**config.mk**
```make
export PLATFORM = sky130hd
export DESIGN_NAME = fsic_io_tx_serializer
export DESIGN_NICKNAME = d
export VERILOG_FILES = /design/src/rtl/fsic_io_tx_serializer.sv
export SDC_FILE = /design/constraint.sdc
export NUM_CORES = 1
export LEC_CHECK = 0
export CAP_MARGIN = 15
export CORE_UTILIZATION = 50
export CTS_CLUSTER_DIAMETER = 60
export DETAILED_ROUTE_END_ITERATION = 10
export HOLD_SLACK_MARGIN = 0.02
export PLACE_DENSITY_LB_ADDON = 0.15
export SYNTH_ARGS = -nofsm -noshare
export SYNTH_HDL_FRONTEND = slang
export SYNTH_SLANG_ARGS = --single-unit
```
**constraint.sdc**
```tcl
create_clock -name ioclk -period 4.3 [get_ports ioclk]
set_clock_uncertainty 0.1 [all_clocks]
set_input_delay 0.86 -clock ioclk [delete_from_list [all_inputs] [get_ports ioclk]]
set_output_delay 0.86 -clock ioclk [all_outputs]
set_load 0.01 [all_outputs]
```
**src/rtl/fsic_io_tx_serializer.sv**
```systemverilog
// fsic_io_tx_serializer
// 4:1 transmit serializer for the FSIC IO SerDes, clocked by the fast IO clock.
// Each core-clock period (four ioclk cycles) one nibble per lane is loaded and
// shifted out LSB first. An OFF/TRAIN/ACTIVE link FSM decides whether a frame
// carries zeros, the training pattern, or user data (idle pattern on underrun).
// The free-running 2-bit phase counter tracks the /4 core-clock divider, so
// phase[1] matches the divided clock when both leave reset together.

module fsic_io_tx_serializer #(
    parameter int         NLANES       = 12,
    parameter logic [3:0] TRAIN_PAT    = 4'b1010,
    parameter logic [3:0] IDLE_PAT     = 4'b0000,
    parameter int         TRAIN_FRAMES = 8
) (
    input  logic                  ioclk,
    input  logic                  reset,
    input  logic                  tx_en,
    input  logic [4*NLANES-1:0]   txdata,
    input  logic                  txdata_valid,
    output logic                  txdata_ready,
    output logic [NLANES-1:0]     serial_out,
    output logic                  frame_sync,
    output logic [1:0]            phase,
    output logic [1:0]            state,
    output logic                  underrun,
    input  logic                  underrun_clr
);

    // Training counter is wide enough to hold TRAIN_FRAMES itself; it saturates there.
    localparam int               CNT_W  = $clog2(TRAIN_FRAMES + 1);
    localparam logic [CNT_W-1:0] TF_CNT = CNT_W'(TRAIN_FRAMES);
    localparam logic [CNT_W-1:0] CNT_ONE = CNT_W'(1);

    typedef enum logic [1:0] {
        ST_OFF    = 2'd0,
        ST_TRAIN  = 2'd1,
        ST_ACTIVE = 2'd2
    } state_t;

    state_t           r_state;
    state_t           w_next_state;
    logic [CNT_W-1:0] r_train_cnt;
    logic [CNT_W-1:0] w_train_cnt_next;
    logic [1:0]       r_phase;
    logic             r_underrun;
    logic             w_boundary;
    logic             w_underrun_set;

    // A frame boundary is the edge that takes phase from 3 back to 0.
    assign w_boundary = (r_phase == 2'd3);

    // Free-running phase counter, in lockstep with the core-clock divider.
    always_ff @(posedge ioclk or posedge reset) begin
        if (reset) begin
            r_phase <= 2'd0;
        end else begin
            r_phase <= r_phase + 2'd1;
        end
    end

    // Next-state decode; only consumed at boundaries, so a frame always completes.
    always_comb begin
        w_next_state     = r_state;
        w_train_cnt_next = r_train_cnt;
        if (!tx_en) begin
            // Disable overrides everything and restarts training next time.
            w_next_state     = ST_OFF;
            w_train_cnt_next = '0;
        end else begin
            case (r_state)
                ST_OFF: begin
                    w_next_state     = ST_TRAIN;
                    w_train_cnt_next = CNT_ONE;
                end
                ST_TRAIN: begin
                    if (r_train_cnt < TF_CNT) begin
                        w_next_state     = ST_TRAIN;
                        w_train_cnt_next = r_train_cnt + CNT_ONE;
                    end else begin
                        w_next_state     = ST_ACTIVE;
                    end
                end
                ST_ACTIVE: begin
                    w_next_state     = ST_ACTIVE;
                end
                default: begin
                    w_next_state     = ST_OFF;
                    w_train_cnt_next = '0;
                end
            endcase
        end
    end

    // Link FSM and training counter advance only at frame boundaries.
    always_ff @(posedge ioclk or posedge reset) begin
        if (reset) begin
            r_state     <= ST_OFF;
            r_train_cnt <= '0;
        end else if (w_boundary) begin
            r_state     <= w_next_state;
            r_train_cnt <= w_train_cnt_next;
        end
    end

    // An ACTIVE frame with no word available is an underrun.
    assign w_underrun_set = w_boundary && (w_next_state == ST_ACTIVE) && !txdata_valid;

    // Sticky underrun flag; a new underrun beats a simultaneous clear.
    always_ff @(posedge ioclk or posedge reset) begin
        if (reset) begin
            r_underrun <= 1'b0;
        end else if (w_underrun_set) begin
            r_underrun <= 1'b1;
        end else if (underrun_clr) begin
            r_underrun <= 1'b0;
        end
    end

    // Per-lane nibble selection and shift register.
    generate
        for (genvar gi = 0; gi < NLANES; gi++) begin : g_lane
            logic [3:0] w_nib;
            logic [2:0] r_shift;
            logic       r_bit;

            // Nibble loaded at the boundary, chosen by the state being entered.
            always_comb begin
                w_nib = 4'b0000;
                case (w_next_state)
                    ST_TRAIN:  w_nib = TRAIN_PAT;
                    ST_ACTIVE: w_nib = txdata_valid ? txdata[4*gi +: 4] : IDLE_PAT;
                    default:   w_nib = 4'b0000;
                endcase
            end

            // Bit 0 goes straight to the pin at the boundary; bits 1..3 follow.
            always_ff @(posedge ioclk or posedge reset) begin
                if (reset) begin
                    r_shift <= 3'b000;
                    r_bit   <= 1'b0;
                end else if (w_boundary) begin
                    r_bit   <= w_nib[0];
                    r_shift <= w_nib[3:1];
                end else begin
                    r_bit   <= r_shift[0];
                    r_shift <= {1'b0, r_shift[2:1]};
                end
            end

            assign serial_out[gi] = r_bit;
        end
    endgenerate

    // Load strobe is combinational so a word is taken on the boundary edge itself.
    assign txdata_ready = w_boundary && (w_next_state == ST_ACTIVE);
    assign frame_sync   = (r_phase == 2'd0) && (r_state != ST_OFF);
    assign phase        = r_phase;
    assign state        = r_state;
    assign underrun     = r_underrun;

endmodule

```
; Word level (Yosys, flattened, before mapping)
; Cells that the tools add are included.
[op_classes]
magnitude_cmp = 1
muxes = 56
n_eq_ne = 7
reduce_logical = 9
n_addsub = 2
[ops]
columns = cell, count
row1 = case mux 4 bit (2 select lines), 12
row2 = 2-to-1 mux 4 bit, 14
row3 = 2-to-1 mux 3 bit, 12
row4 = 2-to-1 mux 1 bit, 14
row5 = case mux 4 bit (3 select lines), 1
row6 = "== test 2 bit, second input constant", 3
row7 = case mux 2 bit (3 select lines), 1
row8 = "adder 4 x 1 -> 4 bit, second input constant", 1
row9 = "== test 2 x 1 -> 1 bit, second input constant", 2
row10 = zero test 2 bit, 2
row11 = "< comparator 4 bit, second input constant", 1
row12 = 2-to-1 mux 2 bit, 2
row13 = nonzero test 2 bit, 2
row14 = logical AND 1 bit, 3
row15 = "!= test 3 bit, second input constant", 1
row16 = AND reduction 3 bit, 1
row17 = "adder 2 x 1 -> 2 bit, second input constant", 1
row18 = "!= test 2 bit, second input constant", 1
row19 = zero test 1 bit, 1
[word_totals]
out_inout_bits = 19
inputBits = 53
reg_bits = 57

; Depth between registers and ports, before layout
[depth]
word_depth = 8
depth_mapped = 9
mapped_depth_nobuf = 7

; Worst setup path after synthesis
; OpenSTA, ideal clock, no wires.
[synth_path]
kind = in2out
startpoint = input port tx_en
endpoint = output port txdata_ready
setup_slack_ps = 1841
t_arrival_ps = 1499
required_ps = 3340
cell_stages = 6
n_path_buf = 0
path_cell_list = nand2b_1 -> a21oi_1 -> inv_1 -> ha_1 -> nand2_1 -> inv_1
[synth_between]
elab_chain_cells = 3
[synth_rtl]
columns = element, line
row1 = from (decl), 17  ; input logic tx_en,
row2 = 2-to-1 mux 2 bit, 65  ; if (!tx_en) begin
row3 = net w_next_state[0], 41  ; state_t w_next_state;
row4 = == test 2 bit, 155  ; assign txdata_ready = w_boundary && (w_next_state == ST_ACTIVE);
row5 = logical AND 1 bit, 155
row6 = to (decl), 20  ; output logic txdata_ready,
; The timed path passes the listed nets, and every way through them passes these cells.

; Worst setup path in the final report
; Same ends and word-level chain as after synthesis.

==> metrics.txt <==
status complete, but fails checks; failing checks DRC; most common library cell in the layout ignoring fill and taps sky130_fd_sc_hd__clkdlybuf4s50_1; final number of hold-violating endpoints 0; most frequent cells in the layout sky130_fd_sc_hd__clkdlybuf4s50_1, sky130_fd_sc_hd__dfrtp_1, sky130_fd_sc_hd__nand2_1, sky130_fd_sc_hd__a22o_1, sky130_fd_sc_hd__a221o_1; fraction of layout instances using a drive strength above 1 8.20%; placeable core region 4440 um2; clock latency on the worst-skew pair between 300 and 400 ps; Starting DRT DRC Count just over 60; critical path arrival around 2700 ps; DP HPWL approximately 3 mm; initial antenna violation count 0; internal power of the cells about 0.001 W; number of rows created at floorplan 24; cell count after synthesis approximately 190; FILL cells roughly 340; CP max FO 7; Reg power frac ~47%; count of boundary I/O pins between 70 and 80; endpoint required time on the critical path around 3300 ps; clock network fraction of design power 45.3%; largest net degree at the start of global routing between 50 and 60; via count of the first global-routing pass about 1600; netlist area before placement between 2000 and 2500 um2; Sink Count 57; overall track demand over capacity in global routing about 20%; tightest hold margin 376 ps; Max clock buf depth 2; highest ir drop seen on vdd around 310 uV; FF+latch count, synth 57; final-stage net count between 300 and 400; FFs w/ async S/R, synth 100%; mean post-synth cell area ~12 um2; Synth top area share 60.5%; area of the die about 5000 um2; slew at the pin closest to its max-slew limit approximately 800 ps; CTS HTree Levels 3; Setup TNS Final 0 ps; 1st-pass router iterations 9; placer's final routability congestion estimate 0.777; Antenna diodes 0; Post-synth EDFFs 0; initial cell density of the core 53.1%; DR vias/cell about 5.1; count of maximum capacitance violations 0; clock tree from TritonCTS built; combinational group share of total power about 8%; count of synthesis-stage warnings from yosys 0; post-route clock period utilization between 80% and 90%; hold-fix buffers at CTS 0; distinct cell type count after synthesis 34; switching power as a share of total power between 10% and 20%; register area share after synthesis 60.5%; type of origin of the critical path primary input; number of routed nets with antenna violations 0; category of the most critical setup path in -> out; Cells after DPL approximately 290; largest area contributor in the synthesized netlist sky130_fd_sc_hd__dfrtp_1; synthesized net count 250; element type at the critical path end output pin; Main synth FF type sky130_fd_sc_hd__dfrtp_1; input/output buffers 71; Resize count post-CTS 0; final setup violation count 0; global-route congestion overflow total 0; Peak Freq 275 MHz; total vias in the final route ~1600; Die Y-Extent slightly above 70 um; sw power around 0.00023 W; unrepaired setup endpoints after global routing no; master cell of the clock root buffer sky130_fd_sc_hd__clkbuf_8; type of the worst min-delay path reg -> reg; worst setup slack for register-to-register paths between 1500 and 2000 ps; Avg WL per Cell 13.7 um; die width about 70 um; DRC viols 10; core occupancy in the finished layout ~72%; static power due to leakage 1.54 nW; post-layout min period 3640 ps; Power Density about 380 nW/um2; Total Wirelength between 4 and 5 mm; largest cells by area after synthesis sky130_fd_sc_hd__dfrtp_1, sky130_fd_sc_hd__a22o_1, sky130_fd_sc_hd__a221o_1, sky130_fd_sc_hd__nand2_1, sky130_fd_sc_hd__buf_4; wire length of the first global-routing pass about 7.3 mm; number of pins with negative max-slew slack in the final report 0; multi-input combinational cell area roughly 730 um2; total clock buffers created by CTS 9; final cell count without fillers 308; area growth from synthesis to final layout 36.1%; headroom to the max-slew limit around 45%; Sequential cell area roughly 1400 um2; number of buffers inserted by post-CTS setup repair 0; clock transition at the registers of the reported paths around 60 ps
==> synth_stat cells, drive strengths merged (2+ instances only) <==
library cell / number
dfrtp: 57
buf: 21
inv: 10
nand3b: 2
a21oi: 2
a221o: 12
nand2b: 2
and3: 2
mux2: 2
ha: 5
a22o: 23
nand2: 27
nor2b: 4
clkbuf: 3
o21ai: 6
==> cell type report <==
class / instances / area share (%)
Timing Repair Buffer: 72 / 22.8
Clock inverter: 2 / 1.87
Sequential cell: 57 / 44.4
Tap cell: 52 / 2.03
Multi-Input combinational cell: 101 / 22.7
Inverter: 10 / 1.17
Clock buffer: 14 / 5.07
==> sequential cells by signal (all words and copies together), names as in the netlist <==
register,flops
g_lane.r_shift,36
g_lane.r_bit,12
r_train_cnt,4
phase,2
state,2
underrun,1
==> power by group through the flow <==
stage                     Clock, W  Combinational [W]  Sequential, W
final                     0.000547          0.0000983       0.000562
after CTS                 0.000560          0.0000973       0.000562
after global placement           0          0.0000957       0.000571
after global routing      0.000585           0.000107       0.000564
after floorplan                  0          0.0000377       0.000569
after detailed placement         0          0.0000967       0.000572
==> stage by stage <==
step	instance area, um2	power [W]	worst slack [ps]
global route	3210	0.00126	552
CTS	3190	0.00122	673
detailed placement	2970	0.000668	676
global placement	2970	0.000666	740
finish	3210	0.00121	663
floorplan	2360	0.000607	1840
==> cells by family (layout without fill, tap and decap cells) <==
logic type                 count (synthesis)  in the layout  share of synthesized area, %
DFF                                       57             57                          60.5
AOI/OAI and AO/OA                         50             50                          17.9
and+or+nand+nor                           44             44                          9.28
buffers and inverters                     34             98                          8.75
adders and majority gates                  5              5                          2.65
muxes                                      2              2                         0.955
==> layer usage <==
layer  track usage, %  vias up  wire length [um]
met1             23.8      733              1820
met4             11.3        0                91
met3             5.13        9               215
met2             31.6       51              2100
li1                 -      789                 -
met5                0        -                 0
==> worst max-delay path, stage by stage <==
cell,delay (ps)
sky130_fd_sc_hd__clkdlybuf4s50_1,560
sky130_fd_sc_hd__nand2b_1,110
sky130_fd_sc_hd__a21oi_1,240
sky130_fd_sc_hd__inv_1,80
sky130_fd_sc_hd__ha_1,230
sky130_fd_sc_hd__nand2_1,100
sky130_fd_sc_hd__inv_1,40
sky130_fd_sc_hd__clkdlybuf4s50_1,470
==> path summary, 6_finish.rpt <==
check / endpoint / from / cells past startpoint
setup / recovery: txdata_ready / tx_en / 8
hold / removal: g_lane[11].r_shift[1] / g_lane[11].r_shift[2] / 1
min in group asynchronous: g_lane[0].r_bit / reset / 2
hold reg to reg: g_lane[11].r_shift[1] / g_lane[11].r_shift[2] / 1
setup reg to reg: g_lane[8].r_shift[0] / state[1] / 6
max in group asynchronous: state[1] / reset / 3
Note: power is estimated with default switching activity, not from simulation.
